--- config.mk ---
export PLATFORM = sky130hd
export DESIGN_NAME = spike_event_scheduler_flat
export DESIGN_NICKNAME = d
export VERILOG_FILES = /design/src/rtl/spike_event_scheduler_if.sv /design/src/rtl/spike_event_scheduler.sv /design/src/flat_wrapper.sv
export SDC_FILE = /design/constraint.sdc
export NUM_CORES = 1
export LEC_CHECK = 0
export BUFFER_PORTS_ARGS = -buffer_cell sky130_fd_sc_hd__buf_2
export CAP_MARGIN = 20
export CORE_ASPECT_RATIO = 1.5
export CORE_MARGIN = 5
export CORE_UTILIZATION = 25
export DETAILED_ROUTE_END_ITERATION = 7
export REMOVE_ABC_BUFFERS = 1
export SYNTH_ARGS = -nofsm -noshare
export SYNTH_HDL_FRONTEND = slang
export SYNTH_SLANG_ARGS = --single-unit
export TNS_END_PERCENT = 20
--- constraint.sdc ---
create_clock -name clk -period 1.8 [get_ports clk]
set_input_delay 0.36 -clock clk [delete_from_list [all_inputs] [get_ports clk]]
set_output_delay 0.36 -clock clk [all_outputs]
set_load 0.02 [all_outputs]
--- src/rtl/spike_event_scheduler_if.sv ---
// Requester, synapse-array and response signals of the spike event scheduler.
// master = requesters/array/consumer side, slave = scheduler.
interface spike_event_scheduler_if #(
    parameter int NUM_REQ      = 4,
    parameter int ADDR_WIDTH   = 4,
    parameter int WEIGHT_WIDTH = 8
);
    localparam int ID_W = (NUM_REQ > 1) ? $clog2(NUM_REQ) : 1;

    logic [NUM_REQ-1:0]            req_valid;
    logic [NUM_REQ-1:0]            req_ready;
    logic [NUM_REQ*ADDR_WIDTH-1:0] req_addr;
    logic [NUM_REQ-1:0]            req_learn;
    logic [NUM_REQ*8-1:0]          req_delta;
    logic                          learn_enable;

    logic                          syn_spike;
    logic [ADDR_WIDTH-1:0]         syn_addr;
    logic                          syn_learn;
    logic [7:0]                    syn_delta;
    logic [WEIGHT_WIDTH-1:0]       syn_weight;

    logic                          rsp_valid;
    logic                          rsp_ready;
    logic [ID_W-1:0]               rsp_id;
    logic [WEIGHT_WIDTH-1:0]       rsp_weight;
    logic [15:0]                   event_count;

    modport master (
        output req_valid, req_addr, req_learn, req_delta, learn_enable, syn_weight, rsp_ready,
        input  req_ready, syn_spike, syn_addr, syn_learn, syn_delta,
               rsp_valid, rsp_id, rsp_weight, event_count
    );

    modport slave (
        input  req_valid, req_addr, req_learn, req_delta, learn_enable, syn_weight, rsp_ready,
        output req_ready, syn_spike, syn_addr, syn_learn, syn_delta,
               rsp_valid, rsp_id, rsp_weight, event_count
    );
endinterface

--- src/rtl/spike_event_scheduler.sv ---
// Round-robin scheduler serialising spike events from NUM_REQ requesters onto one
// synapse array: IDLE -> ISSUE -> WAIT -> RESP, one event in flight.
module spike_event_scheduler #(
    parameter int NUM_REQ      = 4,
    parameter int ADDR_WIDTH   = 4,
    parameter int WEIGHT_WIDTH = 8
) (
    input  logic                  clk,
    input  logic                  rst,
    spike_event_scheduler_if.slave bus
);
    localparam int ID_W = (NUM_REQ > 1) ? $clog2(NUM_REQ) : 1;

    typedef enum logic [1:0] {IDLE, ISSUE, WAIT, RESP} state_t;

    typedef struct packed {
        logic                  spike;
        logic [ADDR_WIDTH-1:0] addr;
        logic                  learn;
        logic [7:0]            delta;
    } syn_cmd_t;

    state_t                  state;
    syn_cmd_t                syn;
    logic [ID_W-1:0]         evt_id;
    logic [ID_W-1:0]         last_grant;
    logic                    rsp_valid;
    logic [ID_W-1:0]         rsp_id;
    logic [WEIGHT_WIDTH-1:0] rsp_weight;
    logic [15:0]             evt_cnt;

    logic                    gnt_vld;
    logic [ID_W-1:0]         grant;
    logic [ID_W-1:0]         cand;
    logic [NUM_REQ-1:0]      ready;

    // Walk from the farthest candidate down to last_grant+1 so the nearest valid one wins.
    always_comb begin
        gnt_vld = 1'b0;
        grant   = '0;
        cand    = '0;
        for (int i = NUM_REQ; i >= 1; i--) begin
            cand = ID_W'((int'(last_grant) + i) % NUM_REQ);
            if (bus.req_valid[cand]) begin
                gnt_vld = 1'b1;
                grant   = cand;
            end
        end
    end

    always_comb begin
        ready = '0;
        if (state == IDLE && gnt_vld && !rst) ready[grant] = 1'b1;
    end

    always_ff @(posedge clk or posedge rst) begin
        if (rst) begin
            state      <= IDLE;
            last_grant <= ID_W'(NUM_REQ - 1);
            syn        <= '0;
            evt_id     <= '0;
            rsp_valid  <= 1'b0;
            rsp_id     <= '0;
            rsp_weight <= '0;
            evt_cnt    <= '0;
        end else begin
            case (state)
                IDLE: if (gnt_vld) begin
                    syn.spike <= 1'b1;
                    syn.addr  <= bus.req_addr[int'(grant)*ADDR_WIDTH +: ADDR_WIDTH];
                    syn.learn <= bus.req_learn[grant] & bus.learn_enable;
                    syn.delta <= bus.req_delta[int'(grant)*8 +: 8];
                    evt_id    <= grant;
                    state     <= ISSUE;
                end
                ISSUE: begin
                    syn   <= '0;
                    state <= WAIT;
                end
                WAIT: begin
                    rsp_weight <= bus.syn_weight;
                    rsp_id     <= evt_id;
                    rsp_valid  <= 1'b1;
                    state      <= RESP;
                end
                RESP: if (bus.rsp_ready) begin
                    rsp_valid  <= 1'b0;
                    last_grant <= rsp_id;
                    if (evt_cnt != 16'hFFFF) evt_cnt <= evt_cnt + 16'd1;
                    state      <= IDLE;
                end
                default: state <= IDLE;
            endcase
        end
    end

    assign bus.req_ready   = ready;
    assign bus.syn_spike   = syn.spike;
    assign bus.syn_addr    = syn.addr;
    assign bus.syn_learn   = syn.learn;
    assign bus.syn_delta   = syn.delta;
    assign bus.rsp_valid   = rsp_valid;
    assign bus.rsp_id      = rsp_id;
    assign bus.rsp_weight  = rsp_weight;
    assign bus.event_count = evt_cnt;
endmodule
--- src/flat_wrapper.sv ---
// flat-port wrapper written by rule: the top's interface ports become plain ports
module spike_event_scheduler_flat 
#(
    parameter int NUM_REQ      = 4,
    parameter int ADDR_WIDTH   = 4,
    parameter int WEIGHT_WIDTH = 8
)
  (clk, rst, bus_req_valid, bus_req_addr, bus_req_learn, bus_req_delta, bus_learn_enable, bus_syn_weight, bus_rsp_ready, bus_req_ready, bus_syn_spike, bus_syn_addr, bus_syn_learn, bus_syn_delta, bus_rsp_valid, bus_rsp_id, bus_rsp_weight, bus_event_count);
  spike_event_scheduler_if #(.NUM_REQ(NUM_REQ), .ADDR_WIDTH(ADDR_WIDTH), .WEIGHT_WIDTH(WEIGHT_WIDTH)) bus_i ();
  input  logic clk;
  input  logic rst;
  input wire logic [$bits(bus_i.req_valid)-1:0] bus_req_valid;
  input wire logic [$bits(bus_i.req_addr)-1:0] bus_req_addr;
  input wire logic [$bits(bus_i.req_learn)-1:0] bus_req_learn;
  input wire logic [$bits(bus_i.req_delta)-1:0] bus_req_delta;
  input wire logic [$bits(bus_i.learn_enable)-1:0] bus_learn_enable;
  input wire logic [$bits(bus_i.syn_weight)-1:0] bus_syn_weight;
  input wire logic [$bits(bus_i.rsp_ready)-1:0] bus_rsp_ready;
  output wire logic [$bits(bus_i.req_ready)-1:0] bus_req_ready;
  output wire logic [$bits(bus_i.syn_spike)-1:0] bus_syn_spike;
  output wire logic [$bits(bus_i.syn_addr)-1:0] bus_syn_addr;
  output wire logic [$bits(bus_i.syn_learn)-1:0] bus_syn_learn;
  output wire logic [$bits(bus_i.syn_delta)-1:0] bus_syn_delta;
  output wire logic [$bits(bus_i.rsp_valid)-1:0] bus_rsp_valid;
  output wire logic [$bits(bus_i.rsp_id)-1:0] bus_rsp_id;
  output wire logic [$bits(bus_i.rsp_weight)-1:0] bus_rsp_weight;
  output wire logic [$bits(bus_i.event_count)-1:0] bus_event_count;
  assign bus_i.req_valid = bus_req_valid;
  assign bus_i.req_addr = bus_req_addr;
  assign bus_i.req_learn = bus_req_learn;
  assign bus_i.req_delta = bus_req_delta;
  assign bus_i.learn_enable = bus_learn_enable;
  assign bus_i.syn_weight = bus_syn_weight;
  assign bus_i.rsp_ready = bus_rsp_ready;
  assign bus_req_ready = bus_i.req_ready;
  assign bus_syn_spike = bus_i.syn_spike;
  assign bus_syn_addr = bus_i.syn_addr;
  assign bus_syn_learn = bus_i.syn_learn;
  assign bus_syn_delta = bus_i.syn_delta;
  assign bus_rsp_valid = bus_i.rsp_valid;
  assign bus_rsp_id = bus_i.rsp_id;
  assign bus_rsp_weight = bus_i.rsp_weight;
  assign bus_event_count = bus_i.event_count;
  spike_event_scheduler #(.NUM_REQ(NUM_REQ), .ADDR_WIDTH(ADDR_WIDTH), .WEIGHT_WIDTH(WEIGHT_WIDTH)) u_core (.clk(clk), .rst(rst), .bus(bus_i));
endmodule
==> results.ini <==
[clock_tree]
htreeDepth = 2
cts_tree = done
insertion_delay_ns = 0.29
cts_buffer_depth = 2
cts-hold-fix-buffers = 0
cts_root_buf = clkbuf_16
cts_inserted_buffers = 5
cts.clk_slew.worst_paths_ns = 0.07
cts.sinks = 47

[detailed_routing]
vias = 2517
drc = 0
firstDrtPassIters = 4
vias_per_cell = 4.58
drt_iter0_drc = 52
wl_per_cell_um = 14.5
ant_nets = 0
routed_wl_um = 7940

[place]
place_congestion = 0.779
port-buffer-count = 112
place_hpwl_um = 6150
place_area_um2 = 3720
pre_cts_slack_ns = -0.189

[cells_and_area]
final_cell_mix = 110 x buf_2, 45 x dfrtp_1, 38 x buf_4
area_growth_pct = 51.1
drive_gt1_share_pct = 49.6
fill_cells = 1057
final_common_cell = buf_2
diodes = 0
nets = 477
postLayoutCellArea_um2 = 4030

[synthesis]
synth_top_area_share_pct = 42.3
seq_area_frac_synth_pct = 44.2
synth-edff-count = 0
ys_types = 45
netlist_instances = 252
async_reset_ff_share_pct = 100
syn_area_um2 = 2660
synth_area_leaders = dfrtp_1 42%, mux2i_1 10%, nor3b_1 7.0%
yosys_warnings = 0
ys_seq_elements = 47
avgSynthCellArea_um2 = 10.6
synth_largest_area_cell = dfrtp_1
synth-main-ff-cell = dfrtp_1

[sta]
rsz0062_at_grt = true
setup_ws_ns = -0.344
fin_setup_tns_ns = -3.30
tightest_slew_ns = 0.600
fin_crit_sh_pct = 119
max_freq_mhz = 466
fin_skew_ns = 0.0100
finalHoldViolCount = 0
slew_headroom_pct = 60.0
min_period_ns = 2.14
finalSetupViolations = 17
slew_violations = 0

[power_and_ir_drop]
vdd_drop_max_v = 0.000662
leakagePower_nw = 1.91
power_density_nw_per_um2 = 1400

[floorplan]
chipHeight_um = 136
io_pins = 113
fp-row-count = 46
die_x_um = 94.3
start_util_pct = 25.3
core_um2 = 10500
fp.dieArea_um2 = 12900

[global_routing]
grt_max_degree = 27
antenna_found_initial = 0
grt_usage_pct = 12.1
grt_pass1_vias = 2645
overflow = 0
grt_pass1_wl_um = 12600

[hold_path]
hold_path_class = in2async

[worst_setup_path]
worstPathRequired_ns = 1.44
path_max_fanout = 6
crit_type = reg2out
start_kind = flip-flop
cp-end-kind = output pin
crit_arrival_ns = 1.78

[status]
violations = negative setup slack
status = finished, violations left

[job]
maxCapViolations = 0

==> what timing repair did <==
| item | in CTS | in global routing |
|---|---|---|
| cloned | 0 | 2 |
| setup endpoints to repair | 18 | 25 |
| buffers inserted | 2 | 2 |
| resized for setup | 9 | 10 |
| pin swaps | 6 | 6 |
==> stage by stage <==
stage / std cells / util, % / hold slack (ns) / total power, mW
after floorplan: 241 / - / 0.444 / 3.32
after global placement: 535 / 35.3 / 0.483 / 4.43
after detailed placement: 535 / 35.3 / 0.474 / 4.51
after global routing: 549 / 38.2 / 0.222 / 6.05
after CTS: 545 / 37.1 / 0.190 / 5.55
final: 549 / 38.2 / 0.174 / 5.63
==> path summary, 6_finish.rpt <==
| path | start | to | slack [ns] | cells past startpoint |
|---|---|---|---|---|
| max | u_core.last_grant[1] | bus_req_ready[0] | -0.34 | 5 |
| min | rst | u_core.evt_id[0] | 0.17 | 2 |
| max reg2reg | u_core.last_grant[1] | u_core.bus.syn_delta[3] | -0.22 | 8 |
| min reg2reg | u_core.bus.syn_delta[0] | u_core.bus.syn_delta[0] | 0.50 | 2 |
| max in group asynchronous | rst | u_core.bus.event_count[14] | 1.11 | 3 |
| min in group clk | bus_syn_weight[2] | u_core.bus.rsp_weight[2] | 0.31 | 2 |
==> cell usage after synthesis (3+ instances only) <==
cell       n
dfrtp_1   45
nand2_1   30
mux2i_1   27
nor3b_1   25
o211ai_1  15
mux2_2    14
xnor2_1    8
nor4_1     7
o21ai_0    7
buf_2      6
inv_1      6
ha_1       5
nor2_1     5
nand3_1    4
xor2_1     4
clkbuf_1   3
nand2b_1   3
nand4_1    3
==> area by class of cell <==
cell class                      count  area (µm²)  area share (%)
Multi-Input combinational cell    188        1490            37.1
Sequential cell                    47        1180            29.3
Timing Repair Buffer              156        1010            25.0
Tap cell                          144         180            4.48
Clock buffer                        6         129            3.20
Inverter                            6        22.5           0.560
Clock inverter                      2        16.3           0.404
==> per-layer routing <==
metal  share of wire, %  vias to the layer above  GRT usage, %
li1                   -                     1224             -
met1                 39                     1203          13.7
met2                 52                       86          22.4
met3                7.8                        4          3.21
met4               0.68                        0          2.89
met5                  0                        -             0
==> where the power goes <==
part	switching (mW)	leakage, nW	internal [mW]	total, mW
Clock	0.409	0.0675	0.521	0.930
Sequential	0.235	0.587	1.44	1.68
Combinational	1.61	1.25	1.41	3.02
==> worst max-delay path, stage by stage (launching register included) <==
cell	delay (ns)
dfstp_2	0.58
mux2i_1	0.20
o22a_1	0.20
o21ai_1	0.11
nor4_1	0.19
buf_2	0.21
==> state kept, by name (all words and copies together), names as in the netlist <==
| register | flops |
|---|---|
| u_core.bus.event_count | 16 |
| u_core.bus.rsp_weight | 8 |
| u_core.bus.syn_delta | 8 |
| u_core.bus.syn_addr | 4 |
| u_core.bus.rsp_id | 2 |
| u_core.evt_id | 2 |
| u_core.last_grant | 2 |
| u_core.state | 2 |
| u_core.bus.rsp_valid | 1 |
| u_core.bus.syn_learn | 1 |
| u_core.bus.syn_spike | 1 |
==> cells by family after synthesis <==
family	Yosys count	share of synthesized area, %
AOI/OAI and AO/OA	34	9.49
xor gates and xnor gates	12	3.95
adders and majority gates	5	2.35
buffers and inverters	17	2.82
DFF	47	44.2
muxes	41	16.1
and+or+nand+nor	96	21.1
No activity file was read; power rests on OpenSTA's default activity.
